===== config.mk =====
export PLATFORM = sky130hd
export DESIGN_NAME = multicycle_ctrl_flat
export DESIGN_NICKNAME = d
export VERILOG_FILES = /design/src/rtl/multicycle_ctrl_if.sv /design/src/rtl/multicycle_ctrl.sv /design/src/flat_wrapper.sv
export SDC_FILE = /design/constraint.sdc
export NUM_CORES = 1
export LEC_CHECK = 0
export CAP_MARGIN = 20
export CORE_MARGIN = 5
export CORE_UTILIZATION = 43
export CTS_CLUSTER_SIZE = 10
export DETAILED_ROUTE_END_ITERATION = 10
export PLACE_DENSITY = 0.76
export SYNTH_ARGS = -nofsm -noshare
export SYNTH_HDL_FRONTEND = slang
export SYNTH_SLANG_ARGS = --single-unit

===== constraint.sdc =====
create_clock -name clk -period 1.7 [get_ports clk]
set_input_delay 0.34 -clock clk [delete_from_list [all_inputs] [get_ports clk]]
set_output_delay 0.34 -clock clk [all_outputs]
set_load 0.005 [all_outputs]

===== src/rtl/multicycle_ctrl_if.sv =====
// rtl/multicycle_ctrl_if.sv - control/memory bus between multicycle_ctrl and the RV32I datapath
interface multicycle_ctrl_if #(
  parameter int CNT_W = 32
);
  logic [31:0]      ins;
  logic             zero;
  logic             mem_ready;
  logic             pc_we;
  logic             ir_we;
  logic             mem_req;
  logic             mem_we;
  logic             reg_we;
  logic [2:0]       alu_op;
  logic             alu_src;
  logic [1:0]       wb_sel;
  logic [1:0]       pc_sel;
  logic [2:0]       state;
  logic             illegal;
  logic             bus_err;
  logic [CNT_W-1:0] instret;

  modport master (
    input  ins, zero, mem_ready,
    output pc_we, ir_we, mem_req, mem_we, reg_we, alu_op, alu_src,
           wb_sel, pc_sel, state, illegal, bus_err, instret
  );

  modport slave (
    output ins, zero, mem_ready,
    input  pc_we, ir_we, mem_req, mem_we, reg_we, alu_op, alu_src,
           wb_sel, pc_sel, state, illegal, bus_err, instret
  );
endinterface


===== src/rtl/multicycle_ctrl.sv =====
// rtl/multicycle_ctrl.sv - multi-cycle FETCH/DECODE/EXEC/MEM/WB control FSM for an RV32I subset
module multicycle_ctrl #(
  parameter int TIMEOUT = 255,
  parameter int CNT_W   = 32
) (
  input  logic                clk,
  input  logic                rst_n,
  multicycle_ctrl_if.master   bus
);

  typedef enum logic [2:0] {
    S_IDLE   = 3'b000,
    S_FETCH  = 3'b001,
    S_DECODE = 3'b010,
    S_EXEC   = 3'b011,
    S_MEM    = 3'b100,
    S_WB     = 3'b101,
    S_TRAP   = 3'b111
  } state_t;

  typedef enum logic [2:0] {
    C_NONE, C_R, C_I, C_LW, C_SW, C_BEQ, C_JAL
  } cls_t;

  localparam logic [2:0] OP_AND = 3'b000;
  localparam logic [2:0] OP_OR  = 3'b001;
  localparam logic [2:0] OP_ADD = 3'b010;
  localparam logic [2:0] OP_SUB = 3'b110;
  localparam logic [2:0] OP_SLT = 3'b111;

  localparam int WAIT_W = (TIMEOUT < 2) ? 1 : $clog2(TIMEOUT + 1);
  localparam logic [WAIT_W-1:0] WAIT_LAST = WAIT_W'((TIMEOUT == 0) ? 0 : TIMEOUT - 1);

  state_t           state_q, state_d;
  cls_t             cls_q, dec_cls;
  logic [2:0]       op_q, dec_op;
  logic [WAIT_W-1:0] wait_q;
  logic             illegal_q, bus_err_q;
  logic [CNT_W-1:0] instret_q;

  logic       pc_we, ir_we, mem_req, mem_we, reg_we, alu_src;
  logic [2:0] alu_op;
  logic [1:0] wb_sel, pc_sel;
  logic       set_ill, set_bus, timeout_hit;

  logic [2:0] f3;
  logic       unused_ins;
  assign f3         = bus.ins[14:12];
  assign unused_ins = ^{bus.ins[31], bus.ins[29:15], bus.ins[11:7]};

  // Wait counter reaching TIMEOUT on this edge with mem_ready still low.
  assign timeout_hit = (TIMEOUT != 0) && (wait_q == WAIT_LAST) && !bus.mem_ready;

  always_comb begin
    dec_cls = C_NONE;
    dec_op  = OP_ADD;
    case (bus.ins[6:0])
      7'b0110011: begin
        dec_cls = C_R;
        case (f3)
          3'b000:  dec_op = bus.ins[30] ? OP_SUB : OP_ADD;
          3'b111:  dec_op = OP_AND;
          3'b110:  dec_op = OP_OR;
          3'b010:  dec_op = OP_SLT;
          default: dec_cls = C_NONE;
        endcase
      end
      7'b0010011: begin
        dec_cls = C_I;
        case (f3)
          3'b000:  dec_op = OP_ADD;
          3'b111:  dec_op = OP_AND;
          3'b110:  dec_op = OP_OR;
          3'b010:  dec_op = OP_SLT;
          default: dec_cls = C_NONE;
        endcase
      end
      7'b0000011: if (f3 == 3'b010) dec_cls = C_LW;
      7'b0100011: if (f3 == 3'b010) dec_cls = C_SW;
      7'b1100011: if (f3 == 3'b000) dec_cls = C_BEQ;
      7'b1101111: dec_cls = C_JAL;
      default:    dec_cls = C_NONE;
    endcase
  end

  always_comb begin
    state_d = state_q;
    pc_we   = 1'b0;
    ir_we   = 1'b0;
    mem_req = 1'b0;
    mem_we  = 1'b0;
    reg_we  = 1'b0;
    alu_op  = OP_AND;
    alu_src = 1'b0;
    wb_sel  = 2'b00;
    pc_sel  = 2'b00;
    set_ill = 1'b0;
    set_bus = 1'b0;
    case (state_q)
      S_IDLE: state_d = S_FETCH;
      S_FETCH: begin
        mem_req = 1'b1;
        if (bus.mem_ready) begin
          ir_we   = 1'b1;
          state_d = S_DECODE;
        end else if (timeout_hit) begin
          set_bus = 1'b1;
          state_d = S_TRAP;
        end
      end
      S_DECODE: begin
        if (dec_cls == C_NONE) begin
          set_ill = 1'b1;
          state_d = S_TRAP;
        end else begin
          state_d = S_EXEC;
        end
      end
      S_EXEC: begin
        case (cls_q)
          C_R: begin
            alu_op  = op_q;
            state_d = S_WB;
          end
          C_I: begin
            alu_op  = op_q;
            alu_src = 1'b1;
            state_d = S_WB;
          end
          C_LW, C_SW: begin
            alu_op  = OP_ADD;
            alu_src = 1'b1;
            state_d = S_MEM;
          end
          C_BEQ: begin
            alu_op  = OP_SUB;
            pc_we   = 1'b1;
            pc_sel  = bus.zero ? 2'b01 : 2'b00;
            state_d = S_FETCH;
          end
          C_JAL: begin
            reg_we  = 1'b1;
            wb_sel  = 2'b10;
            pc_we   = 1'b1;
            pc_sel  = 2'b10;
            state_d = S_FETCH;
          end
          default: state_d = S_FETCH;
        endcase
      end
      S_MEM: begin
        mem_req = 1'b1;
        mem_we  = (cls_q == C_SW);
        alu_op  = OP_ADD;
        alu_src = 1'b1;
        if (bus.mem_ready) begin
          if (cls_q == C_LW) begin
            state_d = S_WB;
          end else begin
            pc_we   = 1'b1;
            state_d = S_FETCH;
          end
        end else if (timeout_hit) begin
          set_bus = 1'b1;
          state_d = S_TRAP;
        end
      end
      S_WB: begin
        reg_we  = 1'b1;
        wb_sel  = (cls_q == C_LW) ? 2'b01 : 2'b00;
        alu_op  = (cls_q == C_R || cls_q == C_I) ? op_q : OP_ADD;
        alu_src = (cls_q != C_R);
        pc_we   = 1'b1;
        state_d = S_FETCH;
      end
      S_TRAP:  state_d = S_TRAP;
      default: state_d = S_IDLE;
    endcase
  end

  always_ff @(posedge clk or negedge rst_n) begin
    if (!rst_n) begin
      state_q   <= S_IDLE;
      cls_q     <= C_NONE;
      op_q      <= OP_ADD;
      wait_q    <= '0;
      illegal_q <= 1'b0;
      bus_err_q <= 1'b0;
      instret_q <= '0;
    end else begin
      state_q <= state_d;
      if (state_q == S_DECODE) begin
        cls_q <= dec_cls;
        op_q  <= dec_op;
      end
      // Each new memory phase starts with a fresh wait budget.
      if (state_d != state_q && (state_d == S_FETCH || state_d == S_MEM))
        wait_q <= '0;
      else if (mem_req && bus.mem_ready)
        wait_q <= '0;
      else if (mem_req)
        wait_q <= wait_q + 1'b1;
      if (set_ill) illegal_q <= 1'b1;
      if (set_bus) bus_err_q <= 1'b1;
      if (pc_we)   instret_q <= instret_q + 1'b1;
    end
  end

  assign bus.pc_we   = pc_we;
  assign bus.ir_we   = ir_we;
  assign bus.mem_req = mem_req;
  assign bus.mem_we  = mem_we;
  assign bus.reg_we  = reg_we;
  assign bus.alu_op  = alu_op;
  assign bus.alu_src = alu_src;
  assign bus.wb_sel  = wb_sel;
  assign bus.pc_sel  = pc_sel;
  assign bus.state   = state_q;
  assign bus.illegal = illegal_q;
  assign bus.bus_err = bus_err_q;
  assign bus.instret = instret_q;

endmodule


===== src/flat_wrapper.sv =====
// flat-port wrapper written by rule: the top's interface ports become plain ports
module multicycle_ctrl_flat 
#(
  parameter int TIMEOUT = 255,
  parameter int CNT_W   = 32
)
  (clk, rst_n, bus_ins, bus_zero, bus_mem_ready, bus_pc_we, bus_ir_we, bus_mem_req, bus_mem_we, bus_reg_we, bus_alu_op, bus_alu_src, bus_wb_sel, bus_pc_sel, bus_state, bus_illegal, bus_bus_err, bus_instret);
  multicycle_ctrl_if #(.CNT_W(CNT_W)) bus_i ();
  input  logic clk;
  input  logic rst_n;
  input wire logic [$bits(bus_i.ins)-1:0] bus_ins;
  input wire logic [$bits(bus_i.zero)-1:0] bus_zero;
  input wire logic [$bits(bus_i.mem_ready)-1:0] bus_mem_ready;
  output wire logic [$bits(bus_i.pc_we)-1:0] bus_pc_we;
  output wire logic [$bits(bus_i.ir_we)-1:0] bus_ir_we;
  output wire logic [$bits(bus_i.mem_req)-1:0] bus_mem_req;
  output wire logic [$bits(bus_i.mem_we)-1:0] bus_mem_we;
  output wire logic [$bits(bus_i.reg_we)-1:0] bus_reg_we;
  output wire logic [$bits(bus_i.alu_op)-1:0] bus_alu_op;
  output wire logic [$bits(bus_i.alu_src)-1:0] bus_alu_src;
  output wire logic [$bits(bus_i.wb_sel)-1:0] bus_wb_sel;
  output wire logic [$bits(bus_i.pc_sel)-1:0] bus_pc_sel;
  output wire logic [$bits(bus_i.state)-1:0] bus_state;
  output wire logic [$bits(bus_i.illegal)-1:0] bus_illegal;
  output wire logic [$bits(bus_i.bus_err)-1:0] bus_bus_err;
  output wire logic [$bits(bus_i.instret)-1:0] bus_instret;
  assign bus_i.ins = bus_ins;
  assign bus_i.zero = bus_zero;
  assign bus_i.mem_ready = bus_mem_ready;
  assign bus_pc_we = bus_i.pc_we;
  assign bus_ir_we = bus_i.ir_we;
  assign bus_mem_req = bus_i.mem_req;
  assign bus_mem_we = bus_i.mem_we;
  assign bus_reg_we = bus_i.reg_we;
  assign bus_alu_op = bus_i.alu_op;
  assign bus_alu_src = bus_i.alu_src;
  assign bus_wb_sel = bus_i.wb_sel;
  assign bus_pc_sel = bus_i.pc_sel;
  assign bus_state = bus_i.state;
  assign bus_illegal = bus_i.illegal;
  assign bus_bus_err = bus_i.bus_err;
  assign bus_instret = bus_i.instret;
  multicycle_ctrl #(.TIMEOUT(TIMEOUT), .CNT_W(CNT_W)) u_core (.clk(clk), .rst_n(rst_n), .bus(bus_i));
endmodule

==> flow_summary_export.csv, run 1 <==
group,metric,value,unit
layout,nNetsFinal,562,
place,dpl_worst_slack,-0.4547,ns
die,die_x,93.20,µm
synthesis,synth_cell_type_count,55,
setup_path,crit_family,"buffers and inverters",
clock_tree,cts-root-buf,"clkbuf_8",
setup_path,r2r-start,"u_core.bus.state[2]",
clock_tree,clock_path_buffers,2,
place,place_inst,545,
pwr,combPwrFrac,66.6,%
pwr,seqPwrFrac,21.0,%
synthesis,synth_edf_count,0,
setup_path,arrival,2.29,ns
timing,hold_viol_final,0,
synthesis,yosys-top-cells-area,"dfrtp_1, xnor2_1, a21oi_1",
layout,regArea,1285,µm²
clock_tree,cts_made_buffers,5,
pwr,cellLeakagePower,2.602,nW
timing,timing.final.crit_period,2.063,ns
global_route,grt_use_total,24.63,%
run,max_cap_violations,0,
place,dp_hpwl,6.066,mm
routing,detail_route.first_pass.iterations,5,
place,gp_congestion,0.8571,
die,num_io_pins,86,
place,dpl_cell_area,4363,µm²
routing,wire_per_inst,21.30,µm
layout,nFillCells,334,
timing,finalCritPeriodShare,121.3,%
layout,design_area,5575,µm²
pwr,swShare,41.11,%
timing,worstMarginPinSlew,0.5028,ns
layout,syn_to_final_growth,87.31,%
timing,rsz0062_at_grt,"yes",
pwr,ir_drop,0.6268,mV
pwr,power_density,1373,nW/µm²
clock_tree,clk-insertion-delay-late,0.32,ns
worst_hold_path,hp-class,"primary input to flip-flop",
setup_path,crit_slowest_cell,"dfrtp_2",
setup_path,ff2ff_setup_slack,-0.36,ns
setup_path,crit_path_cell_trace,"and3b_2 > buf_4 > buf_6 > o21ai_4 > buf_4 > a21oi_4 > buf_6 > nand4_1 > xnor2_1",
global_route,gr-total-overflow,0,
die,fp.dieArea,8686,µm²
worst_hold_path,min_from,"bus_ins[12]",
timing,final_max_slew_viol_count,0,
timing,postLayoutSetupSlackWorst,-0.3627,ns
routing,vias_per_cell,6.089,
layout,diodes,0,
pwr,p_clk_share,12.4,%
global_route,grt_max_degree,26,
synthesis,synth_top_area_share,42.03,%
setup_path,worstSetupPathType,"flip-flop to flip-flop",
setup_path,startpoint_type,"flip-flop",
die,coreArea,6756,µm²
synthesis,synth_top_area_cell,"dfrtp_1",
layout,final_layout_size_suffix_gt1_share,50.00,%
pwr,internal-power,4.509,mW
setup_path,critPathRequiredTime,1.92,ns
routing,initialDrtViolationCount,307,
setup_path,cp-end-kind,"flip-flop",
timing,slew_headroom,66.48,%
clock_tree,cts_tree,"built",
setup_path,r2r-end,"u_core.bus.instret[22]",
outcome,outcome,"complete, but fails checks",
setup_path,worst-path-buf-inv,4,
pwr,total_power,7.656,mW
setup_path,crit_start,"u_core.bus.state[2]",
global_route,grt_pass1_vias,3481,
die,rows,30,
place,port_buffers,64,
synthesis,ys_seq_area_share,42.92,%
routing,ant_nets,0,
synthesis,syn_avg_cell_area,9.131,µm²
clock_tree,h-tree-depth,2,
layout,final_cells,604,
synthesis,ys_ff_latch,51,
outcome,violations,"negative setup slack",
synthesis,synth_cells,326,
global_route,grt_pass1_wl,17.08,mm
pwr,power_switching,3.147,mW
global_route,antenna_found_initial,0,
synthesis,netlist_area,2977,µm²
timing,finalClockSkew,0.005189,ns
timing,final-setup-viol-count,56,
worst_hold_path,hold-path-cell-count,3,
worst_hold_path,hold_end,"u_core.op_q[0]",
setup_path,r2r_cells,9,
die,start_util,44.06,%
clock_tree,cts.clk_slew.worst_paths,0.10,ns
die,die_h,93.20,µm
clock_tree,cts.sinks,51,
timing,fmax,484.8,MHz
layout,final_core_util,82.52,%
setup_path,cp_max_fo,6,
layout,multi_input_area,2163,µm²
synthesis,syn-num-nets,365,
synthesis,async_flop_share,100.0,%
routing,drc,0,
routing,vias,3678,
synthesis,yosys_warnings,0,
synthesis,ys.flop_type,"dfrtp_1",
routing,wl,12.86,mm
setup_path,cp_slowest_stage_delay,0.47,ns
-- metal layers --
layer	track usage, %	vias to the layer above	part of all wire, %
li1	-	1582	-
met1	29.90	1802	38
met2	42.77	240	51
met3	4.264	54	7.5
met4	10.74	0	4.0
met5	0	-	0
-- area by class of cell --
class / count / area share, %
multi-input combinational: 248 / 38.80
sequential: 51 / 23.05
inverter: 12 / 0.8079
clock buffer: 6 / 1.481
timing repair buffer: 205 / 33.37
clock inverter: 2 / 0.6957
tap: 80 / 1.795
-- power by group through the flow --
| stage | combinational [mW] | sequential [mW] | clock, mW |
|---|---|---|---|
| 3_3_place_gp | 2.88 | 1.58 | 0 |
| 3_5_place_dp | 2.93 | 1.59 | 0 |
| 5_1_grt | 5.27 | 1.63 | 0.989 |
| 2_1_floorplan | 1.27 | 1.65 | 0 |
| 4_1_cts | 3.98 | 1.57 | 0.923 |
| 6_report | 5.10 | 1.61 | 0.947 |
-- placed cells by master, fill, tap and decap left out, drive strengths merged, types with 4 or more instances in the layout --
cell type      Yosys  final
nand2b             5      5
nor4               4      4
and3              10     10
o31ai              4      4
nor2b              4      4
xnor2             23     23
clkdlybuf4s50      0     34
nor2              20     20
a21oi             25     25
nor3              11     11
clkbuf            11      8
dlymetal6s2s       0     11
inv               12     13
nand4             13     13
nand2             31     31
and4               4      4
o21ai             12     12
nand3             23     23
buf                4    153
dfrtp             50     50
xor2              10     10
-- cell usage after synthesis (3+ instances only) --
cell      count
nand2_1      31
a31oi_1       3
ha_1          3
nand3b_1      3
a21oi_1      25
o21ai_0      12
nor3_1       10
clkbuf_1     11
nand4_1      12
dfrtp_1      50
nand2b_1      5
a211o_1       3
buf_2         4
o31ai_1       3
xor2_1       10
nor2b_1       4
and3_1       10
xnor2_1      23
inv_1        12
nor4_1        4
and2_1        3
nor2_1       20
nand3_1      23
-- worst register-to-register path, cell delays in order, from the launching register on --
cell     delay, ns
dfrtp_2       0.47
and3b_2       0.34
buf_4         0.14
buf_6         0.10
o21ai_4       0.06
buf_4         0.15
a21oi_4       0.18
buf_6         0.18
nand4_1       0.12
xnor2_1       0.24
-- state kept, by name, indices dropped and copies added, names as in the netlist --
name	flops
u_core.bus.state	3
u_core.wait_q	8
u_core.op_q	3
u_core.bus.bus_err	1
u_core.bus.instret	32
u_core.cls_q	3
u_core.bus.illegal	1
-- cell families (layout without fill, tap and decap cells) --
| family | count (synthesis) | in the layout | synth area share (%) |
|---|---|---|---|
| XOR/XNOR | 33 | 33 | 9.710 |
| adder cells (fa/ha/maj) | 3 | 3 | 1.261 |
| AO/OA/AOI/OAI | 69 | 69 | 16.39 |
| AND/OR/NAND/NOR | 141 | 141 | 25.43 |
| multiplexers | 2 | 2 | 0.7146 |
| buffers and inverters | 27 | 225 | 3.573 |
| flip-flops | 51 | 51 | 42.92 |
-- per-stage QoR --
stage	TNS [ns]	hold WS, ns
6_report	-12.36	0.3553
5_1_grt	-14.08	0.3806
4_1_cts	-5.256	0.4801
3_5_place_dp	-15.32	0.3228
3_3_place_gp	-13.51	0.3220
2_1_floorplan	-0.3542	0.04441
-- what timing repair did --
item | CTS | global route
hold endpoints to repair | 17 | 0
endpoints found under the setup margin | 56 | 69
setup buffers | 35 | 22
gates resized for setup | 161 | 80
hold buffers | 1 | 0
cloned | 2 | 0
pin swaps | 52 | 38
-- worst max path at each step --
stage | endpoint | slack, ns | cells after the start
CTS | bus_alu_op[2] | -0.27 | 6
global placement | bus_alu_op[2] | -0.37 | 5
detailed placement | u_core.bus.instret[29] | -0.45 | 6
floorplan | u_core.bus.instret[29] | -0.08 | 5
finish | u_core.bus.instret[22] | -0.36 | 9
global route | bus_alu_op[2] | -0.41 | 6
No activity file was read; power rests on OpenSTA's default activity.
==> inputs of run 2 (changes only) <==
--- a/config.mk
+++ b/config.mk
@@ -6,11 +6,13 @@
 export NUM_CORES = 1
 export LEC_CHECK = 0
 export CAP_MARGIN = 20
+export CELL_PAD_IN_SITES_DETAIL_PLACEMENT = 0
+export CELL_PAD_IN_SITES_GLOBAL_PLACEMENT = 1
 export CORE_MARGIN = 5
-export CORE_UTILIZATION = 43
+export CORE_UTILIZATION = 32
 export CTS_CLUSTER_SIZE = 10
 export DETAILED_ROUTE_END_ITERATION = 10
-export PLACE_DENSITY = 0.76
+export PLACE_DENSITY_LB_ADDON = 0.1
 export SYNTH_ARGS = -nofsm -noshare
 export SYNTH_HDL_FRONTEND = slang
 export SYNTH_SLANG_ARGS = --single-unit
==> flow_summary_export.csv, run 2 (same netlist as run 1, synthesis figures left out) <==
group,metric,value,unit
layout,regArea,1281,µm²
outcome,outcome,"complete, but fails checks",
die,num_io_pins,86,
setup_path,critPathRequiredTime,1.36,ns
timing,setup_tns,-8.142,ns
routing,initialDrtViolationCount,125,
pwr,power_density,1278,nW/µm²
timing,final_max_slew_viol_count,0,
layout,largest_reg_flops,32,
routing,wire_per_inst,14.37,µm
layout,nNetsFinal,549,
timing,slew_headroom,72.73,%
layout,nFillCells,842,
clock_tree,cts.sinks,51,
timing,postLayoutSetupSlackWorst,-0.3305,ns
timing,timing.final.crit_period,2.031,ns
clock_tree,h-tree-depth,2,
layout,layout_commonest_cell,"buf_4",
pwr,internal-power,4.144,mW
layout,syn_to_final_growth,75.58,%
outcome,violations,"negative setup slack",
routing,ant_nets,0,
clock_tree,cts-root-buf,"clkbuf_8",
global_route,grt_pass1_vias,3202,
die,coreArea,9153,µm²
global_route,grt_pass1_wl,15.28,mm
layout,final_layout_size_suffix_gt1_share,42.47,%
global_route,gr-total-overflow,0,
die,die_x,106.4,µm
routing,drc,0,
clock_tree,cts_tree,"built",
die,die_h,106.4,µm
global_route,grt_max_degree,52,
pwr,ir_drop,0.5811,mV
clock_tree,clk-insertion-delay-late,0.31,ns
place,port_buffers,64,
pwr,p_clk_share,13.8,%
layout,mostFrequentLayoutCells,"buf_4, dfrtp_1, clkdlybuf4s50_1",
pwr,seqPwrFrac,23.5,%
timing,rsz0062_at_grt,"yes",
routing,vias,3126,
global_route,grt_use_total,16.31,%
routing,detail_route.first_pass.iterations,4,
timing,finalCritPeriodShare,119.4,%
timing,fmax,492.5,MHz
timing,finalClockSkew,0.008705,ns
setup_path,worstSetupPathType,"flip-flop to output port",
die,fp.dieArea,11330,µm²
setup_path,arrival,1.69,ns
die,rows,35,
clock_tree,clock_path_buffers,2,
timing,hold_viol_final,0,
place,gp_congestion,0.8173,
setup_path,startpoint_type,"flip-flop",
pwr,power_switching,2.537,mW
layout,multi_input_area,1936,µm²
global_route,antenna_found_initial,0,
timing,worstMarginPinSlew,0.3987,ns
pwr,cellLeakagePower,2.364,nW
setup_path,cp_max_fo,3,
run,max_cap_violations,0,
clock_tree,hold_buffers,0,
die,start_util,32.52,%
pwr,swShare,37.97,%
setup_path,cp-end-kind,"output port",
routing,wl,8.938,mm
clock_tree,cts.clk_slew.worst_paths,0.10,ns
pwr,combPwrFrac,62.7,%
timing,final-setup-viol-count,51,
routing,vias_per_cell,5.026,
clock_tree,cts_made_buffers,5,
place,dp_hpwl,6.305,mm
pwr,total_power,6.681,mW
worst_hold_path,hp-class,"primary input to asynchronous set/reset pin",
layout,diodes,0,
==> run 2: worst paths after layout <==
kind / start / endpoint / slack (ns) / cells past startpoint
min: rst_n / u_core.wait_q[7] / 0.00009 / 2
max reg2reg: u_core.cls_q[1] / u_core.bus.instret[29] / -0.28 / 9
min reg2reg: u_core.bus.instret[31] / u_core.bus.instret[31] / 0.47 / 1
min in group clk: bus_ins[12] / u_core.op_q[0] / 0.35 / 3
max: u_core.bus.state[1] / bus_alu_op[2] / -0.33 / 7
max in group asynchronous: rst_n / u_core.op_q[1] / 1.41 / 2
==> run 2: power groups by stage <==
stage	clock (mW)	combinational [mW]	sequential, mW
floorplan	0	1.27	1.65
global placement	0	3.03	1.57
detailed placement	0	3.05	1.58
CTS	0.962	3.67	1.56
global route	1.00	4.53	1.60
finish	0.923	4.19	1.57
==> run 2: what timing repair did <==
item | CTS | global route
resized for setup | 108 | 60
buffers inserted | 19 | 7
gates cloned | 2 | 0
setup endpoints to repair | 55 | 65
pin swaps | 21 | 16
==> run 2: layer usage <==
metal  wire, µm  up-vias  GRT usage [%]
met5          0        -              0
met4         94        0          4.384
met3        240        7          2.854
met2       4510       48          27.60
met1       4092     1521          21.49
li1           -     1550              -
==> run 2: layout make-up <==
cell class	instances	area share [%]
Timing Repair Buffer	192	32.61
Tap cell	111	2.657
Clock inverter	2	0.7422
Sequential cell	51	24.52
Inverter	12	0.8619
Clock buffer	6	1.580
Multi-Input combinational cell	248	37.04
==> run 2: through the flow <==
| stage | instance area [µm²] | util, % | hold slack [ns] | setup WS [ns] | std cells |
|---|---|---|---|---|---|
| final | 5226 | 57.10 | 0.00009176 | -0.3305 | 622 |
| after global routing | 5226 | 57.10 | 0.01150 | -0.4510 | 622 |
| after CTS | 4936 | 53.93 | 0.01349 | -0.3304 | 616 |
| after detailed placement | 4499 | 49.16 | 0.3612 | -0.4579 | 589 |
| after global placement | 4499 | 49.16 | 0.3572 | -0.4465 | 589 |
| after floorplan | 2989 | - | 0.04441 | -0.07664 | 326 |
==> run 2: worst max-delay path, cell delays in order, from the launching register on <==
cell       delay [ns]
dfrtp_1          0.42
buf_6            0.13
nand3b_1         0.20
nor3b_2          0.17
a21oi_1          0.06
o22ai_1          0.14
o2bb2ai_1        0.13
buf_2            0.12
